File: config.mk
export PLATFORM = sky130hd
export DESIGN_NAME = oam_dma_arbiter
export DESIGN_NICKNAME = d
export VERILOG_FILES = /design/src/rtl/oam_dma_arbiter_pkg.sv /design/src/rtl/oam_dma_arbiter_bus_addr_decoder.sv /design/src/rtl/oam_dma_arbiter.sv
export SDC_FILE = /design/constraint.sdc
export NUM_CORES = 1
export LEC_CHECK = 0
export CAP_MARGIN = 30
export CORE_UTILIZATION = 43
export CTS_CLUSTER_SIZE = 20
export DETAILED_ROUTE_END_ITERATION = 10
export HOLD_SLACK_MARGIN = 0.08
export PLACE_DENSITY = 0.86
export SYNTH_ARGS = -nofsm -noshare
export SYNTH_HDL_FRONTEND = slang
export SYNTH_SLANG_ARGS = --single-unit
export TNS_END_PERCENT = 30
File: constraint.sdc
create_clock -name clk -period 1.85 [get_ports clk]
set_input_delay 0.37 -clock clk [delete_from_list [all_inputs] [get_ports clk]]
set_output_delay 0.37 -clock clk [all_outputs]
set_load 0.005 [all_outputs]
File: src/rtl/oam_dma_arbiter_pkg.sv
// Shared types and constants for the CPU bus / OAM DMA arbiter.
// The DMA state, the CPU read-return source and the fixed memory-map pages live here.
package oam_dma_arbiter_pkg;

  typedef enum logic [1:0] {
    DMA_IDLE,
    DMA_START,
    DMA_XFER
  } dma_state_t;

  typedef enum logic [1:0] {
    SRC_MEM,
    SRC_HI,
    SRC_REG,
    SRC_BLOCKED
  } bus_src_t;

  localparam logic [15:0] OAM_BASE  = 16'hFE00;
  localparam logic [7:0]  HI_PAGE   = 8'hFF;
  localparam logic [7:0]  ECHO_PAGE = 8'hE0;

  // Pages E0-FF mirror C0-DF, so the DMA reads the underlying WRAM instead.
  function automatic logic [7:0] fold_page(input logic [7:0] src);
    return (src >= ECHO_PAGE) ? (src - 8'h20) : src;
  endfunction

endpackage

File: src/rtl/oam_dma_arbiter_bus_addr_decoder.sv
// Combinational CPU address decode: selects which port serves a CPU access.
// Page FF stays reachable during DMA; everything below it is blocked.
module oam_dma_arbiter_bus_addr_decoder
  import oam_dma_arbiter_pkg::*;
#(
  parameter logic [15:0] DMA_REG_ADDR = 16'hFF46
) (
  input  logic [15:0] cpu_addr,
  input  logic        dma_active,
  output bus_src_t    src
);

  always_comb begin
    src = SRC_MEM;
    if (cpu_addr == DMA_REG_ADDR) begin
      src = SRC_REG;
    end else if (cpu_addr[15:8] == HI_PAGE) begin
      src = SRC_HI;
    end else if (dma_active) begin
      src = SRC_BLOCKED;
    end
  end

endmodule

File: src/rtl/oam_dma_arbiter.sv
// Shares the external CPU bus between the CPU and the OAM DMA engine.
// A write to the DMA source register copies OAM_LEN bytes from page XX into OAM.
module oam_dma_arbiter
  import oam_dma_arbiter_pkg::*;
#(
  parameter int          OAM_LEN      = 160,
  parameter int          START_DELAY  = 1,
  parameter logic [15:0] DMA_REG_ADDR = 16'hFF46
) (
  input  logic        clk,
  input  logic        rst,
  input  logic [15:0] cpu_addr,
  input  logic [7:0]  cpu_wdata,
  input  logic        cpu_re,
  input  logic        cpu_we,
  output logic [7:0]  cpu_rdata,
  output logic [15:0] mem_addr,
  output logic [7:0]  mem_wdata,
  output logic        mem_re,
  output logic        mem_we,
  input  logic [7:0]  mem_rdata,
  output logic [7:0]  hi_addr,
  output logic [7:0]  hi_wdata,
  output logic        hi_re,
  output logic        hi_we,
  input  logic [7:0]  hi_rdata,
  output logic [7:0]  oam_addr,
  output logic [7:0]  oam_wdata,
  output logic        oam_we,
  output logic        dma_active
);

  localparam logic [7:0] LAST_IDX     = 8'(OAM_LEN - 1);
  localparam logic [1:0] DELAY_RELOAD = 2'(START_DELAY - 1);

  dma_state_t state_q, state_d;
  logic [7:0] count_q, count_d;
  logic [1:0] delay_q, delay_d;
  logic [7:0] dma_src_q, dma_src_d;
  logic       pend_q, pend_d;
  logic [7:0] pend_idx_q, pend_idx_d;
  logic       rd_pend_q, rd_pend_d;
  bus_src_t   rd_src_q, rd_src_d;
  logic [7:0] reg_snap_q, reg_snap_d;
  logic [7:0] rdata_hold_q, rdata_hold_d;

  bus_src_t   src;
  logic       reg_wr;
  logic       cpu_rd_only;

  oam_dma_arbiter_bus_addr_decoder #(
    .DMA_REG_ADDR(DMA_REG_ADDR)
  ) u_dec (
    .cpu_addr  (cpu_addr),
    .dma_active(dma_active),
    .src       (src)
  );

  assign reg_wr      = cpu_we && (cpu_addr == DMA_REG_ADDR);
  assign cpu_rd_only = cpu_re && !cpu_we;

  // The trailing pending write keeps the bus only when no restart is underway.
  assign dma_active = (state_q == DMA_XFER) || (pend_q && (state_q == DMA_IDLE));

  always_comb begin
    state_d    = state_q;
    count_d    = count_q;
    delay_d    = delay_q;
    pend_d     = 1'b0;
    pend_idx_d = pend_idx_q;
    dma_src_d  = dma_src_q;
    case (state_q)
      DMA_IDLE: begin
      end
      DMA_START: begin
        if (delay_q == 2'd0) begin
          state_d = DMA_XFER;
          count_d = 8'd0;
        end else begin
          delay_d = delay_q - 2'd1;
        end
      end
      DMA_XFER: begin
        pend_d     = 1'b1;
        pend_idx_d = count_q;
        if (count_q == LAST_IDX) begin
          state_d = DMA_IDLE;
          count_d = 8'd0;
        end else begin
          count_d = count_q + 8'd1;
        end
      end
      default: state_d = DMA_IDLE;
    endcase
    // A register write restarts from any state; the read in flight is discarded.
    if (reg_wr) begin
      dma_src_d = cpu_wdata;
      state_d   = DMA_START;
      count_d   = 8'd0;
      delay_d   = DELAY_RELOAD;
      pend_d    = 1'b0;
    end
  end

  always_comb begin
    mem_addr  = cpu_addr;
    mem_wdata = cpu_wdata;
    mem_re    = 1'b0;
    mem_we    = 1'b0;
    hi_addr   = cpu_addr[7:0];
    hi_wdata  = cpu_wdata;
    hi_re     = 1'b0;
    hi_we     = 1'b0;
    if (state_q == DMA_XFER) begin
      mem_addr = {fold_page(dma_src_q), count_q};
      mem_re   = 1'b1;
    end else if (src == SRC_MEM) begin
      mem_re = cpu_rd_only;
      mem_we = cpu_we;
    end
    if (src == SRC_HI) begin
      hi_re = cpu_rd_only;
      hi_we = cpu_we;
    end
  end

  assign oam_we    = pend_q;
  assign oam_addr  = pend_idx_q;
  assign oam_wdata = mem_rdata;

  always_comb begin
    cpu_rdata = rdata_hold_q;
    if (rd_pend_q) begin
      case (rd_src_q)
        SRC_MEM: cpu_rdata = mem_rdata;
        SRC_HI:  cpu_rdata = hi_rdata;
        SRC_REG: cpu_rdata = reg_snap_q;
        default: cpu_rdata = 8'hFF;
      endcase
    end
  end

  always_comb begin
    rd_pend_d    = cpu_re;
    rd_src_d     = rd_src_q;
    reg_snap_d   = reg_snap_q;
    rdata_hold_d = cpu_rdata;
    if (cpu_re) begin
      rd_src_d   = cpu_we ? SRC_BLOCKED : src;
      reg_snap_d = dma_src_q;
    end
  end

  always_ff @(posedge clk) begin
    if (!rst) begin
      state_q      <= DMA_IDLE;
      count_q      <= 8'd0;
      delay_q      <= 2'd0;
      dma_src_q    <= 8'hFF;
      pend_q       <= 1'b0;
      pend_idx_q   <= 8'd0;
      rd_pend_q    <= 1'b0;
      rd_src_q     <= SRC_BLOCKED;
      reg_snap_q   <= 8'hFF;
      rdata_hold_q <= 8'hFF;
    end else begin
      state_q      <= state_d;
      count_q      <= count_d;
      delay_q      <= delay_d;
      dma_src_q    <= dma_src_d;
      pend_q       <= pend_d;
      pend_idx_q   <= pend_idx_d;
      rd_pend_q    <= rd_pend_d;
      rd_src_q     <= rd_src_d;
      reg_snap_q   <= reg_snap_d;
      rdata_hold_q <= rdata_hold_d;
    end
  end

endmodule

---- Word-level counts from Yosys, hierarchy flattened ----
Cells that the tools add are included.
storage, ports and cells
  bits in registers ....................... 48
  input port bits ......................... 44
  word-level logic and storage cells ...... 68
operators by class
  add/sub/neg operators ................... 3
  $lt $le $gt $ge ......................... 1
  equality and inequality tests ........... 13
  mux-type cells .......................... 22
  bitwise gates (word level) .............. 3
  reduce and logical (&&, ||, !) cells .... 15
operators by type and width
  kind                                                                number
  8-bit 2-to-1 mux                                                    4
  8-bit case mux with 3 select lines                                  1
  16-bit == test, second input constant                               1
  8-bit == test, second input constant                                2
  16-bit 2-to-1 mux                                                   1
  8-bit case mux with 2 select lines                                  1
  2-bit 2-to-1 mux                                                    6
  8-bit by 1-bit adder with 8-bit output, second input constant       1
  8-bit >= comparator, second input constant                          1
  2-bit zero test                                                     4
  1-bit 2-to-1 mux                                                    8
  8-bit by 6-bit subtractor with 8-bit output, second input constant  1
  2-bit by 1-bit == test with 1-bit output, second input constant     3
  2-bit inequality test, second input constant                        3
  3-bit inequality test, second input constant                        2
  2-bit case mux with 3 select lines                                  1
  3-bit AND reduction                                                 2
  2-bit == test, second input constant                                2
  2-bit AND reduction                                                 2
  1-bit logical AND                                                   3
  1-bit NOT                                                           3
  2-bit nonzero test                                                  1
  2-bit OR reduction                                                  1
  2-bit by 1-bit subtractor with 2-bit output, second input constant  1
  other kinds (2)                                                     2

---- Longest topological paths before layout ----
  depth in word-level cells ............... 9
  gate-level depth with buffers ........... 7
  depth with buffers taken out ............ 6

---- By module ----
Synthesis repeated with hierarchy kept, for this count alone.
second synthesis, totals
  cell total of the unflattened synthesis .. 336
  area, all modules ....................... 2652.5 um^2
modules (own cells, without submodules)
  module                            instances  cells an instance  area each (um^2)
  oam_dma_arbiter                   1          327                2587.5
  oam_dma_arbiter_bus_addr_decoder  1          9                  65.1

---- Worst setup path after synthesis ----
Ideal clock, no wire load.
  path type ............................... register -> output
  start ................................... register state_q[1]
  end ..................................... output mem_addr[14]
  data arrival time ....................... 1.145 ns
  required time ........................... 1.480 ns
  setup slack ............................. 0.335 ns
  stages on the path, launching flop included .. 7
  buffers on the path ..................... 3
  path through ............................ dfxtp_1 -> and2b_1 -> buf_6 -> buf_2 -> buf_2 -> nand3_1 -> nand2_1
between the ends
  longest elaborated chain between the ends .. 2
ends and longest elaborated chain
  what                      RTL line                source
  start: declaration        oam_dma_arbiter.sv:36   dma_state_t state_q, state_d;
  start signal: assignment  oam_dma_arbiter.sv:167  state_q <= state_d;
  2-bit == test             oam_dma_arbiter.sv:114  if (state_q == DMA_XFER) begin
  16-bit 2-to-1 mux         oam_dma_arbiter.sv:114
  end: declaration          oam_dma_arbiter.sv:17   output logic [15:0] mem_addr,
Every way passes these cells.

---- Worst setup path in the final report ----
  start ................................... register rd_src_q[1]
  end ..................................... output cpu_rdata[6]
between the ends
  longest elaborated chain between the ends .. 3
  elaborated cells on any way between the ends .. 5
ends and longest elaborated chain
  what                                         RTL line                source
  start: declaration                           oam_dma_arbiter.sv:43   bus_src_t rd_src_q, rd_src_d;
  start signal: assignment                     oam_dma_arbiter.sv:174  rd_src_q <= rd_src_d;
  2-bit == test, or another cell as far along  oam_dma_arbiter.sv:134  case (rd_src_q)
  8-bit case mux with 3 select lines *         oam_dma_arbiter.sv:134
  8-bit 2-to-1 mux *                           oam_dma_arbiter.sv:133  if (rd_pend_q) begin
  end: declaration                             oam_dma_arbiter.sv:16   output logic [7:0] cpu_rdata,
Every way passes the cells marked *; elsewhere a longest branch is shown, timed or not.

==> run_results.csv <==
group,metric,value,unit
sta,fmax,495,MHz
logic_synthesis,syn_inst,324,
logic_synthesis,ys_warn_count,0,
floorplanning,core,5920,sq um
power,switching_power,0.000545,W
logic_synthesis,synth_seq_cells,48,
power,irDropWorstVdd,0.384,mV
detailed_routing,routed_wl,9.51,mm
sta,rsz0062_at_grt,"true",
floorplanning,rows,28,
setup_path,required,1480,ps
setup_path,worstPathCellList,"buf_16, mux2i_1, o21ai_1, mux2_2, dlygate4sd2_1",
finish,area_delta_synth_final,60.9,%
power,seqPwrFrac,46.8,%
sta,tightest_slew,566,ps
sta,fin_worst_skew,6.61,ps
setup_path,ff2ff_path_depth,9,
logic_synthesis,synth.distinct_cells,50,
power,pwr-share-comb,19.4,%
detailed_routing,wl_per_cell,17.9,microns
sta,setup_tns,-937,ps
detailed_routing,final_antenna_net_count,0,
cts,cts_sinks,48,
grt,overflow,0,
sta,max_slew_margin,62.2,%
detailed_routing,via_per_inst,5.44,
power,power.internal,0.00170,W
floorplanning,io_pins,114,
setup_path,cp_max_fo,4,
sta,hold_viol,0,
logic_synthesis,ys_async_sr_fraction,0,%
logic_synthesis,syn_area_per_cell,8.14,sq um
place,portBuffers,113,
cts,numCtsBuffers,5,
finish,fillCellCount,419,
setup_path,r2r_end,"count_q[7]$_SDFFE_PP0P_",
detailed_routing,drc,0,
floorplanning,start_util,44.5,%
logic_synthesis,ys_seq_area_share,36.4,%
min_path,hp-start,"oam_addr[6]$_SDFFE_PN0P_",
logic_synthesis,netlist_area,2640,sq um
min_path,hold_path_end,"oam_addr[6]$_SDFFE_PN0P_",
cts,cts_hold_buf,0,
setup_path,critical_path_class,"flip-flop to output pin",
finish,finalNetCount,502,
setup_path,critPathSlowestCell,"dfxtp_4",
setup_path,end_kind,"output pin",
finish,final_area,4240,sq um
sta,post-route-min-period,2020,ps
status,status,"finished, violations left",
setup_path,r2r-start,"state_q[0]$_SDFFE_PN0P_",
min_path,holdPathStages,2,
grt,antenna_found_initial,0,
cts,cts_root_buffer,"clkbuf_8",
power,swShare,24.2,%
floorplanning,die_h,80.3,microns
cts,clock_latency,310,ps
setup_path,cpPeakStageDelay,410,ps
min_path,hold_class,"flip-flop to flip-flop",
logic_synthesis,synth_edf_count,0,
power,clockPowerShare,33.8,%
setup_path,startpoint_type,"flip-flop",
finish,final_util,71.7,%
cts,cts.clk_slew.worst_paths,80,ps
status,violations,"negative setup slack",
logic_synthesis,ys.flop_type,"dfxtp_1",
sta,fin_ws,-168,ps
floorplanning,die_w,80.3,microns
logic_synthesis,synth_nets,371,
flow_run,cap_viol_max_count,0,
setup_path,crit_arrival,1650,ps
finish,diodes,0,
setup_path,crit_path_start,"rd_src_q[1]$_SDFFE_PN1P_",
cts,ctsLongestPathBuffers,2,
place,dp_hpwl,5.60,mm
sta,final.period_utilization,109,%
cts,cts_tree,"yes",
finish,final_layout_size_suffix_gt1_share,29.6,%
floorplanning,die_area,6450,sq um
power,power.density_cell_area,530,nW/um^2
place,placed_area,3840,sq um
sta,whs,462,ps
setup_path,regToRegSetupSlack,-10,ps
grt,grt_use_total,26.2,%
detailed_routing,drt_iter0_drc,177,
sta,setup_violations,15,
detailed_routing,via_count,2886,
sta,slew_violations,0,
grt,grt_first_pass_wirelength,12.9,mm
grt,grt_max_degree,21,
place,place.gp.congestion,0.913,
grt,grt_pass1_vias,2723,
power,leakage,1.90,nW
detailed_routing,drtPass1Iterations,4,
cts,cts-htree-levels,2,
## through the flow
| stage | cells | power, W | setup WS (ps) |
|---|---|---|---|
| finish | 531 | 0.00225 | -168 |
| detailed placement | 499 | 0.00147 | -778 |
| global route | 531 | 0.00233 | -228 |
| CTS | 522 | 0.00223 | -211 |
| global placement | 499 | 0.00147 | -756 |
| floorplan | 324 | 0.00123 | 335 |
## repair_timing
action                     in CTS  in global routing
pin swaps                      10                  4
setup endpoints to repair      30                 30
setup buffers                  14                 10
cloned                          2                  0
resized for setup             117                 62
## state kept, by name (all words and copies together) (netlist names)
register and count:
count_q 8, dma_src_q 8, oam_addr 8, rdata_hold_q 8, reg_snap_q 8, delay_q 2
rd_src_q 2, state_q 2, oam_we 1, rd_pend_q 1
## area by class of cell
class                   count  area, sq um  area share, %
repair buffers            174         1600           37.8
multi-input cells         219         1440           33.9
flip-flops and latches     48          968           22.8
well taps                  75         93.8           2.21
clock buffers               5         68.8           1.62
clock inverters             3         42.5           1.00
inverters                   7         26.3          0.619
## metal layers
metal | vias to the layer above | wire length (microns) | GRT usage, %
li1 | 1337 | - | -
met1 | 1356 | 3500 | 29.3
met2 | 158 | 5010 | 48.6
met3 | 35 | 657 | 5.45
met4 | 0 | 346 | 9.11
met5 | - | 0 | 0
## cell families after synthesis
group / share of synthesized area (%)
muxes: 9.87
xor gates and xnor gates: 1.33
and+or+nand+nor: 23.4
buffers and inverters: 13.9
AOI/OAI and AO/OA: 13.7
DFF: 36.4
adders and majority gates: 1.42
## cells in the mapped netlist (all sizes together), types with 4 or more instances
cell | instances | share of area (%)
nand2 | 71 | 10
dfxtp | 48 | 36
buf | 42 | 12
o21ai | 26 | 5.1
nor2 | 20 | 3.1
mux2i | 17 | 6.5
a21oi | 11 | 2.2
or2 | 9 | 2.1
clkbuf | 8 | 1.1
mux2 | 8 | 3.4
inv | 7 | 1.0
o211ai | 7 | 2.0
nand3 | 6 | 1.1
nand4 | 4 | 1.2
## power groups by stage
stage,registers [W],logic (W),clock network (W)
6_report,0.00105,0.000437,0.000761
5_1_grt,0.00105,0.000460,0.000816
4_1_cts,0.00105,0.000420,0.000757
3_5_place_dp,0.00107,0.000401,0
3_3_place_gp,0.00107,0.000394,0
2_1_floorplan,0.00107,0.000162,0
## cells in the final DEF (no fill, tap or decap), types with 7 or more instances in the layout
cell type and instances:
o21ai_1 13, o211ai_1 7, a21oi_1 10, o21ai_0 9, nand2_1 66, clkbuf_2 16, buf_4 45, nor2_1 15
mux2i_1 16, dfxtp_1 44, or2_1 8, clkdlybuf4s15_1 11, clkdlybuf4s50_1 66, buf_6 13, dlygate4sd2_1 10
## worst max-delay path by stage
| stage | slack, ps | depth (start not counted) | endpoint |
|---|---|---|---|
| 2_1_floorplan | 330 | 6 | mem_addr[14] |
| 3_3_place_gp | -760 | 6 | hi_re |
| 3_5_place_dp | -780 | 6 | hi_re |
| 4_1_cts | -210 | 6 | cpu_rdata[6] |
| 5_1_grt | -230 | 5 | cpu_rdata[6] |
| 6_report | -170 | 5 | cpu_rdata[6] |
## critical path, delay by kind of cell, from the launching register on
kind / cells / cell delay (ps)
buffers and inverters: 2 / 380
multiplexers: 2 / 460
flip-flops: 1 / 410
AO/OA/AOI/OAI: 1 / 80
Power figures use the tool's default switching activity.
